`config.mk`:
```
export PLATFORM = sky130hd
export DESIGN_NAME = mbt_scan_ctrl
export DESIGN_NICKNAME = d
export VERILOG_FILES = /design/src/rtl/mbt_scan_ctrl.sv
export SDC_FILE = /design/constraint.sdc
export NUM_CORES = 1
export LEC_CHECK = 0
export CORE_MARGIN = 5
export CORE_UTILIZATION = 47
export DETAILED_ROUTE_END_ITERATION = 10
export PLACE_DENSITY = 0.79
export SYNTH_ARGS = -nofsm -noshare
export SYNTH_HDL_FRONTEND = slang
export SYNTH_SLANG_ARGS = --single-unit
export TNS_END_PERCENT = 10
```
`constraint.sdc`:
```
create_clock -name clk -period 2.55 [get_ports clk]
set_clock_uncertainty 0.1 [all_clocks]
set_input_delay 0.51 -clock clk [delete_from_list [all_inputs] [get_ports clk]]
set_output_delay 0.51 -clock clk [all_outputs]
set_load 0.02 [all_outputs]
```
`src/rtl/mbt_scan_ctrl.sv`:
```
// mbt_scan_ctrl: walks a H_PIX x V_PIX grid in (11,16) fixed point, runs the
// ALU once per pixel and writes the iteration count to wr_addr=row*H_PIX+col.
// Ports: clk, rst (sync, active-low); frame_start, x_min, y_max, step in;
// alu_valid/alu_iter from ALU, alu_clr/alu_start/c_real/c_img to ALU;
// wr_en/wr_addr/wr_data/wr_ready pixel sink; busy, frame_done status.
// Option MBT_WDT_EN: 255-cycle WAIT watchdog writing ITER_MAX, wdt_err out.
module mbt_scan_ctrl #(
  parameter int H_PIX    = 320,
  parameter int V_PIX    = 240,
  parameter int ADDR_W   = 17,
  parameter int ITER_MAX = 99
) (
  input  logic              clk,
  input  logic              rst,
  input  logic              frame_start,
  input  logic [15:0]       x_min,
  input  logic [15:0]       y_max,
  input  logic [15:0]       step,
  input  logic              alu_valid,
  input  logic [6:0]        alu_iter,
  input  logic              wr_ready,
  output logic              alu_clr,
  output logic              alu_start,
  output logic [15:0]       c_real,
  output logic [15:0]       c_img,
  output logic              wr_en,
  output logic [ADDR_W-1:0] wr_addr,
  output logic [6:0]        wr_data,
  output logic              busy,
  output logic              frame_done
`ifdef MBT_WDT_EN
  ,
  output logic              wdt_err
`endif
);

  localparam int CW = (H_PIX > 1) ? $clog2(H_PIX) : 1;
  localparam int RW = (V_PIX > 1) ? $clog2(V_PIX) : 1;

  typedef enum logic [2:0] {
    IDLE, CLEAR, LAUNCH, WAIT, WRITE, DONE
  } state_t;

  state_t            state_q, state_d;
  logic [CW-1:0]     col_q, col_d;
  logic [RW-1:0]     row_q, row_d;
  logic [15:0]       x_lat_q, x_lat_d;
  logic [15:0]       step_q, step_d;
  logic [15:0]       c_real_q, c_real_d;
  logic [15:0]       c_img_q, c_img_d;
  logic [ADDR_W-1:0] wr_addr_q, wr_addr_d;
  logic [6:0]        wr_data_q, wr_data_d;
  logic              alu_clr_q, alu_clr_d;
  logic              alu_start_q, alu_start_d;
  logic              wr_en_q, wr_en_d;
  logic              busy_q, busy_d;
  logic              frame_done_q, frame_done_d;
`ifdef MBT_WDT_EN
  logic [7:0]        wdt_cnt_q, wdt_cnt_d;
  logic              wdt_err_q, wdt_err_d;
`endif

  always_comb begin
    state_d   = state_q;
    col_d     = col_q;
    row_d     = row_q;
    x_lat_d   = x_lat_q;
    step_d    = step_q;
    c_real_d  = c_real_q;
    c_img_d   = c_img_q;
    wr_addr_d = wr_addr_q;
    wr_data_d = wr_data_q;
`ifdef MBT_WDT_EN
    wdt_cnt_d = wdt_cnt_q;
    wdt_err_d = wdt_err_q;
`endif
    unique case (state_q)
      IDLE: begin
        if (frame_start) begin
          x_lat_d   = x_min;
          step_d    = step;
          col_d     = '0;
          row_d     = '0;
          c_real_d  = x_min;
          c_img_d   = y_max;
          wr_addr_d = '0;
`ifdef MBT_WDT_EN
          wdt_err_d = 1'b0;
`endif
          state_d   = CLEAR;
        end
      end
      CLEAR: state_d = LAUNCH;
      LAUNCH: begin
`ifdef MBT_WDT_EN
        wdt_cnt_d = '0;
`endif
        state_d = WAIT;
      end
      WAIT: begin
        if (alu_valid) begin
          wr_data_d = alu_iter;
          state_d   = WRITE;
        end
`ifdef MBT_WDT_EN
        // 255th WAIT cycle without a result: give up on this pixel
        else if (wdt_cnt_q == 8'd254) begin
          wr_data_d = 7'(ITER_MAX);
          wdt_err_d = 1'b1;
          state_d   = WRITE;
        end else begin
          wdt_cnt_d = wdt_cnt_q + 8'd1;
        end
`endif
      end
      WRITE: begin
        if (wr_ready) begin
          if (col_q != CW'(H_PIX - 1)) begin
            col_d     = col_q + 1'b1;
            c_real_d  = c_real_q + step_q;
            wr_addr_d = wr_addr_q + 1'b1;
            state_d   = CLEAR;
          end else if (row_q != RW'(V_PIX - 1)) begin
            col_d     = '0;
            row_d     = row_q + 1'b1;
            c_real_d  = x_lat_q;
            c_img_d   = c_img_q - step_q;
            wr_addr_d = wr_addr_q + 1'b1;
            state_d   = CLEAR;
          end else begin
            state_d = DONE;
          end
        end
      end
      DONE:    state_d = IDLE;
      default: state_d = IDLE;
    endcase
    // outputs registered from next state so they line up with the state
    alu_clr_d    = (state_d == CLEAR);
    alu_start_d  = (state_d == LAUNCH);
    wr_en_d      = (state_d == WRITE);
    frame_done_d = (state_d == DONE);
    busy_d       = (state_d != IDLE);
  end

  always_ff @(posedge clk) begin
    if (!rst) begin
      state_q      <= IDLE;
      col_q        <= '0;
      row_q        <= '0;
      x_lat_q      <= '0;
      step_q       <= '0;
      c_real_q     <= '0;
      c_img_q      <= '0;
      wr_addr_q    <= '0;
      wr_data_q    <= '0;
      alu_clr_q    <= 1'b1;
      alu_start_q  <= 1'b0;
      wr_en_q      <= 1'b0;
      busy_q       <= 1'b0;
      frame_done_q <= 1'b0;
`ifdef MBT_WDT_EN
      wdt_cnt_q    <= '0;
      wdt_err_q    <= 1'b0;
`endif
    end else begin
      state_q      <= state_d;
      col_q        <= col_d;
      row_q        <= row_d;
      x_lat_q      <= x_lat_d;
      step_q       <= step_d;
      c_real_q     <= c_real_d;
      c_img_q      <= c_img_d;
      wr_addr_q    <= wr_addr_d;
      wr_data_q    <= wr_data_d;
      alu_clr_q    <= alu_clr_d;
      alu_start_q  <= alu_start_d;
      wr_en_q      <= wr_en_d;
      busy_q       <= busy_d;
      frame_done_q <= frame_done_d;
`ifdef MBT_WDT_EN
      wdt_cnt_q    <= wdt_cnt_d;
      wdt_err_q    <= wdt_err_d;
`endif
    end
  end

  assign alu_clr    = alu_clr_q;
  assign alu_start  = alu_start_q;
  assign c_real     = c_real_q;
  assign c_img      = c_img_q;
  assign wr_en      = wr_en_q;
  assign wr_addr    = wr_addr_q;
  assign wr_data    = wr_data_q;
  assign busy       = busy_q;
  assign frame_done = frame_done_q;
`ifdef MBT_WDT_EN
  assign wdt_err    = wdt_err_q;
`endif

endmodule
```
==> results.json <==
{
  "yosys.area.top_type_share": 0.371,
  "cts_tree": "built",
  "hold_viol": 0,
  "critical_path.endpoint_type": "register",
  "htree_levels": 4,
  "cts_hold_buf": 0,
  "slew_violations": 0,
  "fin_crit_ns": 2.47,
  "r2r_start": "c_img[5]$_SDFFE_PN0P_",
  "fill_cells": 1059,
  "layout-drive-gt1-share": 0.124,
  "synthFlopType": "dfxtp_1",
  "clk_pin_slew_worst_paths_ns": 0.06,
  "dr.pass1.iters": 7,
  "maxCapViolCount": 0,
  "yosys.cell_count.top_type": "nand2_1",
  "synth_cells": 758,
  "hold_path_depth": 2,
  "hpwl_um": 12500,
  "io_pins": 121,
  "crit_arrival_ns": 2.71,
  "drtIter0Drc": 370,
  "gp_congestion": 0.936,
  "vias": 5994,
  "post_dp_cell_area_sq_um": 7830,
  "synth-edff-count": 0,
  "start_kind": "register",
  "syn_area_sq_um": 6100,
  "ys_types": 69,
  "rsz0062_at_grt": "true",
  "synthTopCellsByCount": "nand2_1 (133), dfxtp_1 (113), nor2_1 (72)",
  "critical_path_class": "register to register",
  "post_cts_buffers": 0,
  "coreArea_sq_um": 12700,
  "setup_slack_ns": 0.0761,
  "place_ws_ns": 0.0176,
  "clkSinkCount": 113,
  "synth-async-reset-ratio": 0,
  "wire_per_inst_um": 15.7,
  "antenna_found_initial": 0,
  "startpoint": "c_img[5]$_SDFFE_PN0P_",
  "die-area_sq_um": 15300,
  "avgSynthCellArea_sq_um": 8.04,
  "tightest_slew_ns": 0.476,
  "design_area_sq_um": 8460,
  "gr-total-overflow": 0,
  "power_density_nw_per_um2": 673,
  "total_leakage_power_uw": 0.00346,
  "required_ns": 2.78,
  "rows": 41,
  "drt_wl_total_um": 17400,
  "min_period_over_period": 0.970,
  "yosysWarnings": 0,
  "die_w_um": 124,
  "total_power_uw": 5690,
  "cts_buffers": 17,
  "syn_nets": 853,
  "die_h_um": 124,
  "ys_ff_latch": 113,
  "yosys.area.top_type": "dfxtp_1",
  "area_delta_synth_final_pct": 38.7,
  "hp-class": "register to register",
  "reg2reg_depth": 9,
  "diodes": 0,
  "grt_pass1_vias": 5509,
  "relSlewSlack": 0.682,
  "synthTopCellsByArea": "dfxtp_1 (37%), nand2_1 (8.2%), ha_1 (6.8%), a21oi_1 (5.2%), nor2_1 (4.4%)",
  "cts.path.max_buffers": 2,
  "insertion_delay_ns": 0.43,
  "crit_path_max_fanout": 3,
  "final_nets": 1017,
  "port_buffers": 120,
  "setup_viol": 0,
  "grt_max_degree": 43,
  "vdd_ir_drop_max_mv": 0.404,
  "ys_seq_area_frac": 0.371,
  "max_freq_mhz": 404,
  "track_usage": 0.225,
  "routed_via_density": 5.42,
  "start_util": 0.481,
  "root_buffer": "clkbuf_16",
  "outcome": "finished, final reports clean",
  "postRouteAntennaNets": 0,
  "holdCritStartpoint": "x_lat_q[1]$_SDFFE_PN0P_",
  "grt_pass1_wl_um": 26800,
  "drc": 0
}
==> through the flow <==
step	hold slack, ns	utilization	setup TNS, ns	cells
detailed placement	0.346	0.618	0	1075
CTS	0.354	0.664	0	1106
global placement	0.339	0.618	0	1075
global route	0.376	0.667	-0.0344	1106
finish	0.354	0.667	0	1106
floorplan	0.333	-	0	758
==> kinds of logic after synthesis <==
group	Yosys count	synth area share
flops	113	0.371
simple gates	301	0.225
xor+xnor	47	0.0675
buf+inv	65	0.0437
mux	11	0.0183
fa+ha+maj	35	0.0743
compound gates	186	0.200
==> cells in the final DEF, fill, tap and decap left out, types with 9 or more instances in the layout <==
| cell type | count |
|---|---|
| xor2_1 | 28 |
| mux2i_1 | 10 |
| a222oi_1 | 9 |
| a31oi_1 | 10 |
| inv_1 | 28 |
| buf_4 | 60 |
| nand2_1 | 133 |
| a21o_1 | 19 |
| xnor2_1 | 19 |
| a21oi_1 | 62 |
| clkdlybuf4s50_1 | 120 |
| ha_1 | 31 |
| nor2_1 | 72 |
| o21ai_0 | 24 |
| nor2b_1 | 9 |
| dfxtp_1 | 111 |
| and3_1 | 10 |
| nand3_1 | 30 |
| clkbuf_16 | 17 |
==> flip-flops by register name (all words and copies together) (netlist names) <==
register and flops:
wr_addr 17, c_img 16, x_lat_q 16, alu_start 1, step_q 16, alu_clr 1
frame_done 1, col_q 9, wr_en 1, row_q 8, state_q 3, wr_data 7
c_real 16, busy 1
==> path summary, 6_finish.rpt <==
check / to / slack (ns)
worst max-delay path: c_img[15]$_SDFFE_PN0P_ / 0.08
worst max register to register: c_img[15]$_SDFFE_PN0P_ / 0.08
worst min-delay path: x_lat_q[1]$_SDFFE_PN0P_ / 0.35
worst min register to register: x_lat_q[1]$_SDFFE_PN0P_ / 0.35
==> critical path, cell delays in order, from the launching register on <==
cell and delay, ns:
dfxtp_1 0.40, ha_1 0.21, buf_4 0.13, o21a_1 0.14, o21a_1 0.17, nand2_1 0.11, or4_4 0.44, nand2_1 0.10
mux2_2 0.34, a221oi_2 0.25
==> power by group <==
group          internal (uW)  switching (uW)
Combinational            647             737
Sequential              1870            88.5
Clock                   1480             866
==> what timing repair did <==
action	CTS	global route
resized for setup	1	13
setup endpoints to repair	2	10
gates cloned	0	0
pin swaps	1	4
hold endpoints to repair	0	0
==> layer usage <==
metal	vias up	wire, um	track usage
met1	2755	7660	0.294
met2	213	8030	0.361
met4	0	347	0.0893
li1	3000	-	-
met3	26	1340	0.0531
met5	-	0	0
==> layout make-up <==
class | instances | area [sq um] | area share
repair buffers | 181 | 1670 | 0.198
flip-flops and latches | 113 | 2260 | 0.268
clock buffers | 19 | 453 | 0.0536
inverters | 29 | 109 | 0.0129
well taps | 172 | 215 | 0.0255
multi-input cells | 580 | 3610 | 0.427
clock inverters | 12 | 135 | 0.0160
No activity file was read; power rests on OpenSTA's default activity.
